**src/rtl/lvds_lane_deframer.sv**
```systemverilog
// Lane deframer: finds SYNC in the DDR bit stream (either phase), confirms framing, emits aligned words.
// Latency: word_valid/word_data one clk after the cycle carrying the word's last bit.
// Backpressure: none; one word per WORD_W/2 clks at most, consumer must always accept.
//
// Ports:
//   clk, rst            lane clock, synchronous active-high reset
//   in_0, in_180        rising / falling phase sample bits (in_0 is the earlier bit)
//   word_data           aligned word, MSB first received; holds between strobes
//   word_valid          one-cycle strobe for word_data
//   frame_start         with word_valid on the first data word of a frame
//   locked              high while framing is locked
//   sync_err            one-cycle pulse per missed sync while locked
module lvds_lane_deframer #(
  parameter int                WORD_W      = 8,
  parameter logic [WORD_W-1:0] SYNC        = 8'hA5,
  parameter int                FRAME_WORDS = 4,
  parameter int                MISS_LIMIT  = 3
) (
  input  logic              clk,
  input  logic              rst,
  input  logic              in_0,
  input  logic              in_180,
  output logic [WORD_W-1:0] word_data,
  output logic              word_valid,
  output logic              frame_start,
  output logic              locked,
  output logic              sync_err
);

  localparam int HALF = WORD_W / 2;
  localparam int CC_W = $clog2(HALF);
  localparam int WC_W = $clog2(FRAME_WORDS);
  localparam int MC_W = $clog2(MISS_LIMIT + 1);

  localparam logic [CC_W-1:0] CC_LAST  = CC_W'(HALF - 1);
  localparam logic [WC_W-1:0] WC_LAST  = WC_W'(FRAME_WORDS - 1);
  localparam logic [WC_W-1:0] WC_ONE   = WC_W'(1);
  localparam logic [MC_W-1:0] MISS_MAX = MC_W'(MISS_LIMIT);

  typedef enum logic [1:0] {HUNT, CONFIRM, LOCKED} state_t;

  state_t            state, state_next;
  logic [WORD_W-2:0] sr, sr_next;
  logic [CC_W-1:0]   cc, cc_next;
  logic [WC_W-1:0]   wc, wc_next;
  logic [MC_W-1:0]   miss_cnt, miss_next;
  logic              phase, phase_next;
  logic [WORD_W-1:0] data_next;
  logic              valid_next, fs_next, err_next;

  logic [WORD_W:0]   hist;
  logic [WORD_W-1:0] p0, p1, cand;
  logic              word_done;

  // Two new bits per clk: in_0 is older, so it sits above in_180.
  assign hist      = {sr, in_0, in_180};
  assign p0        = hist[WORD_W-1:0];   // word ending on in_180
  assign p1        = hist[WORD_W:1];     // word ending on in_0
  assign cand      = phase ? p1 : p0;
  assign word_done = (cc == CC_LAST);
  assign locked    = (state == LOCKED);

  always_ff @(posedge clk) begin
    if (rst) begin
      state       <= HUNT;
      sr          <= '0;
      cc          <= '0;
      wc          <= '0;
      miss_cnt    <= '0;
      phase       <= 1'b0;
      word_data   <= '0;
      word_valid  <= 1'b0;
      frame_start <= 1'b0;
      sync_err    <= 1'b0;
    end else begin
      state       <= state_next;
      sr          <= sr_next;
      cc          <= cc_next;
      wc          <= wc_next;
      miss_cnt    <= miss_next;
      phase       <= phase_next;
      word_data   <= data_next;
      word_valid  <= valid_next;
      frame_start <= fs_next;
      sync_err    <= err_next;
    end
  end

  always_comb begin
    state_next = state;
    sr_next    = hist[WORD_W-2:0];
    cc_next    = cc;
    wc_next    = wc;
    miss_next  = miss_cnt;
    phase_next = phase;
    data_next  = word_data;
    valid_next = 1'b0;
    fs_next    = 1'b0;
    err_next   = 1'b0;

    case (state)
      HUNT: begin
        // P0 wins a tie so the latched phase is deterministic.
        if (p0 == SYNC) begin
          phase_next = 1'b0;
          state_next = CONFIRM;
          cc_next    = '0;
          wc_next    = WC_ONE;
        end else if (p1 == SYNC) begin
          phase_next = 1'b1;
          state_next = CONFIRM;
          cc_next    = '0;
          wc_next    = WC_ONE;
        end
      end

      CONFIRM, LOCKED: begin
        cc_next = word_done ? '0 : cc + 1'b1;
        if (word_done) begin
          wc_next = (wc == WC_LAST) ? '0 : wc + 1'b1;
          if (wc == '0) begin
            // Sync slot of the frame.
            if (cand == SYNC) begin
              state_next = LOCKED;
              miss_next  = '0;
            end else if (state == CONFIRM) begin
              state_next = HUNT;
            end else begin
              // Missed sync while locked: keep framing until the limit is hit.
              err_next = 1'b1;
              if (miss_cnt + 1'b1 == MISS_MAX) begin
                state_next = HUNT;
                miss_next  = '0;
              end else begin
                miss_next = miss_cnt + 1'b1;
              end
            end
          end else if (state == LOCKED) begin
            valid_next = 1'b1;
            data_next  = cand;
            fs_next    = (wc == WC_ONE);
          end
        end
      end

      default: state_next = HUNT;
    endcase
  end

endmodule

```
**config.mk**
```make
export PLATFORM = sky130hd
export DESIGN_NAME = lvds_lane_deframer
export DESIGN_NICKNAME = d
export VERILOG_FILES = /design/src/rtl/lvds_lane_deframer.sv
export SDC_FILE = /design/constraint.sdc
export NUM_CORES = 1
export LEC_CHECK = 0
export ABC_AREA = 0
export BUFFER_PORTS_ARGS = -buffer_cell sky130_fd_sc_hd__buf_2
export CAP_MARGIN = 10
export CORE_AREA = 2 2 66 52
export DETAILED_ROUTE_END_ITERATION = 10
export DIE_AREA = 0 0 68 54
export SYNTH_ARGS = -nofsm -noshare
export SYNTH_HDL_FRONTEND = slang
export SYNTH_SLANG_ARGS = --single-unit
```
**constraint.sdc**
```tcl
create_clock -name clk -period 2.6 [get_ports clk]
set_clock_uncertainty 0.15 [all_clocks]
set_input_delay 0.52 -clock clk [delete_from_list [all_inputs] [get_ports clk]]
set_output_delay 0.52 -clock clk [all_outputs]
set_load 0.005 [all_outputs]
```
Word-level counts from Yosys, hierarchy flattened. Cells that the tools add are included.

Output and inout bits: 12. Bits of input ports: 4. Logic and storage cells: 68. Flip-flop bits (word level): 27.

Reductions and logical operators: 14. Multiplexer cells: 23. Equality and inequality tests: 14. Bitwise operators: 4. $add $sub $neg: 3.

Operators with widths (count): $mux W2 (15); $eq A8 B8 Y1 const B (3); $pmux W2 S2 (3); $reduce_and A4 Y1 (3); $reduce_or A5 Y1 (2); $eq A2 B2 Y1 const B (4); $mux W8 (1); $add A2 B1 Y2 const B (3); $ne A2 B2 Y1 const B (3); $eq A2 B1 Y1 const B (2); $logic_not A2 Y1 (2); $mux W1 (4); $ne A4 B4 Y1 const B (1); $not A1 Y1 (4); $reduce_and A2 Y1 (2); $reduce_bool A2 Y1 (2); $reduce_or A4 Y1 (1); $ne A3 B3 Y1 const B (1); $reduce_and A3 Y1 (1); $reduce_or A2 Y1 (1).

Logic depth before layout (Yosys ltp).
Depth after elaboration: 8. Gate-level depth with buffers: 8. Depth with buffers taken out: 7.

Worst setup path before layout. No wires, ideal clock.

Kind: flip-flop to flip-flop. Start: register state[1]. End: register word_data[7]. Cell stages (with the launch flop): 9. Required time: 2.364 ns. Arrival: 1.702 ns. Path slack: 0.663 ns. Library setup time: 0.086 ns. Clock period less this slack: 1.937 ns. Path buffers: 2. Path through: dfxtp_1 -> inv_1 -> ha_1 -> buf_2 -> nand2_1 -> nor3b_2 -> buf_2 -> nor2_1 -> a211oi_1.

Longest elaborated chain between the ends: 3.

Ends and longest elaborated chain: start, declared (RTL line 42) `state_t state, state_next;`; start signal, assigned (RTL line 76) `state <= state_next;`; $eq A2 B2 Y1 / $eq A2 B1 Y1 (equally long branches) (RTL line 101, 138); $reduce_or A2 Y1 (RTL line 101) `case (state)`; $reduce_and A4 Y1 (no line) *; end signal, assigned (RTL line 82) `word_data <= data_next;`; end, declared (RTL line 23) `output logic [WORD_W-1:0] word_data,`.

Every way passes the cells marked *; elsewhere a longest branch is shown, timed or not. A chain may end at the register's enable or synchronous reset.

Final worst setup path.
Start: register state[0]. End: register state[0].

Longest elaborated chain between the ends: 6.

Ends and longest elaborated chain: $eq A2 B1 Y1 (RTL line 101, 126); $mux W2 (RTL line 126) `end else if (state == CONFIRM) begin`; $mux W2 (RTL line 123) `if (cand == SYNC) begin`; $mux W2 (RTL line 121) `if (wc == '0) begin`; $mux W2 (RTL line 119) `if (word_done) begin`; $pmux W2 S2 (RTL line 101).

Several ways; a longest one is shown, not always the timed one. The select of a mux whose other input is x is not followed.

==> out/metrics.cfg <==
[placed_design]
preCtsSetupSlack_ns=0.531
hpwl_um=1910
place_congestion=0.730
port_buffers=15

[cts]
hold_buffers=0
clk_pin_slew_worst_paths_ns=0.09
numClockSinks=27
cts_tree=yes
clkLatencyLatePin_ns=0.27
cts_buffers=3
cts_buffer_depth=2
cts_resized=0
clockRootBuffer=clkbuf_8
cts_max_level=1
cts_setup_buffers=0

[yosys]
synth_edf_count=0
yosys-top-cells-area=dfxtp_1 (41%), ha_1 (7.6%), mux2i_1 (6.8%)
synthArstFlopShare_pct=0
ys_types=33
syn_area_um2=1320
netlist_instances=142
yosysWarnings=0
synth_fp_nets=154
yosysTopAreaCell=dfxtp_1
synthDominantCellAreaShare_pct=40.9
ys_seq_area_share_pct=40.9
ys.flop_type=dfxtp_1
ys_ff_latch=27
avgSynthCellArea_um2=9.30

[sta]
slew_headroom_pct=60.1
hold_viol=0
rsz0062_at_grt=false
fin_ws_ns=0.526
setup_viol=0
finalCritPeriodShare_pct=79.8
fmax_mhz=482
final-max-slew-violation-count=0
worstMarginPinSlew_ns=0.597
period_minus_slack_ns=2.07
fin_setup_tns_ns=0

[global_route]
track_usage_pct=15.4
grt_pass1_wl_um=4180
grt_pass1_vias=905
grt_max_degree=27
antenna_found_initial=0
globalRouteOverflowTotal=0

[die]
core-area_um2=3110
dieArea_um2=3670
start_util_pct=42.5
num_rows=18
fp.dieH_um=54
num_io_pins=16
die_w_um=68

[critical_path]
worstPathMaxFanout=9
reg2reg_slack_ns=0.53
reg2reg_depth=6
worstSetupStartpointType=flop
worst-setup-path-type=reg -> reg
worst_setup_path_end_kind=flop
arrival_ns=2.09
critPathRequiredTime_ns=2.62

[min_path]
min_path_cells=2
min_path_type=reg -> reg

[power]
seq_power_share_pct=62.5
clock_power_share_pct=34.4
p_switching_uw=142
swShare_pct=21.0
p_per_area_nw_per_um2=462
combPwrFrac_pct=3.1
p_int_uw=535
p_leak_uw=0.000519
vdd_ir_drop_max_mv=0.391

[routing]
initialDrtViolationCount=31
totalWireLength_um=2620
wl_per_cell_um=13.5
num_vias=1047
drc=0
dr.pass1.iters=4
viasPerCell=5.40
ant_nets=0

[layout]
final_cell_mix=dfxtp_1 (27), nor2_1 (17), buf_2 (15)
antenna_cells=0
final_common_cell=dfxtp_1
drive_gt1_share_pct=15.6
area_growth_pct=10.8
nets=167

[run_status]
status=finished clean

[flow_run]
maxCapViolCount=0

-- cells by family (layout without fill, tap and decap cells) --
group,Yosys count,after routing,synth area share [%]
muxes,9,9,6.82
adders and majority gates,8,8,7.58
and+or+nand+nor,51,51,22.7
AOI/OAI and AO/OA,31,31,17.0
buffers and inverters,16,28,4.92
DFF,27,27,40.9
-- path summary, 6_finish.rpt --
path                                endpoint    startpoint
worst min-delay path            word_data[3]  word_data[3]
worst max register to register      state[0]      state[0]
worst max-delay path                state[0]      state[0]
worst min register to register  word_data[3]  word_data[3]
-- cell usage after synthesis (3+ instances only) --
master / instances
o32ai_1: 3
buf_2: 4
nor2_1: 17
nand2_1: 4
nor3b_1: 3
dfxtp_1: 27
ha_1: 8
nor2b_1: 7
inv_1: 8
clkbuf_1: 4
mux2i_1: 9
o21ai_0: 3
a211oi_1: 12
a21oi_1: 6
nand3_1: 4
nor3_1: 3
-- state kept, by name (all words and copies together) (netlist names) --
name	count
word_valid	1
sr	7
phase	1
state	2
cc	2
word_data	8
wc	2
sync_err	1
frame_start	1
miss_cnt	2
-- layer usage --
layer  routed length, um  track usage [%]
met1                1340             21.9
met2                1110             22.5
met3                 166             5.65
met4                   2             2.33
met5                   0                0
-- power by group through the flow --
stage	clock network (uW)	logic [uW]	registers [uW]
finish	233	20.9	423
CTS	242	21.0	423
global route	260	22.6	424
global placement	0	20.4	433
floorplan	0	15.0	431
detailed placement	0	20.8	433
-- per-stage QoR --
| stage | utilization, % | area (um2) | hold WS (ns) | std cells | total power (uW) |
|---|---|---|---|---|---|
| global route | 47.1 | 1460 | 0.348 | 194 | 707 |
| detailed placement | 45.7 | 1420 | 0.336 | 190 | 454 |
| floorplan | - | 1320 | 0.298 | 142 | 446 |
| finish | 47.1 | 1460 | 0.348 | 194 | 677 |
| global placement | 45.7 | 1420 | 0.324 | 190 | 453 |
| CTS | 47.1 | 1460 | 0.345 | 194 | 686 |
-- area by class of cell --
class,count,area [um2]
fillers,307,1640
repair buffers,16,82.6
flip-flops and latches,27,541
well taps,40,50.0
multi-input cells,99,716
inverters,8,30.0
clock buffers,4,45.0
-- critical path: stages, from the launching register on --
cell,delay (ns)
dfxtp_1,0.38
inv_1,0.09
ha_1,0.46
inv_1,0.17
a211oi_1,0.36
a211oi_1,0.15
o211a_1,0.22
Note: power is estimated with default switching activity, not from simulation.
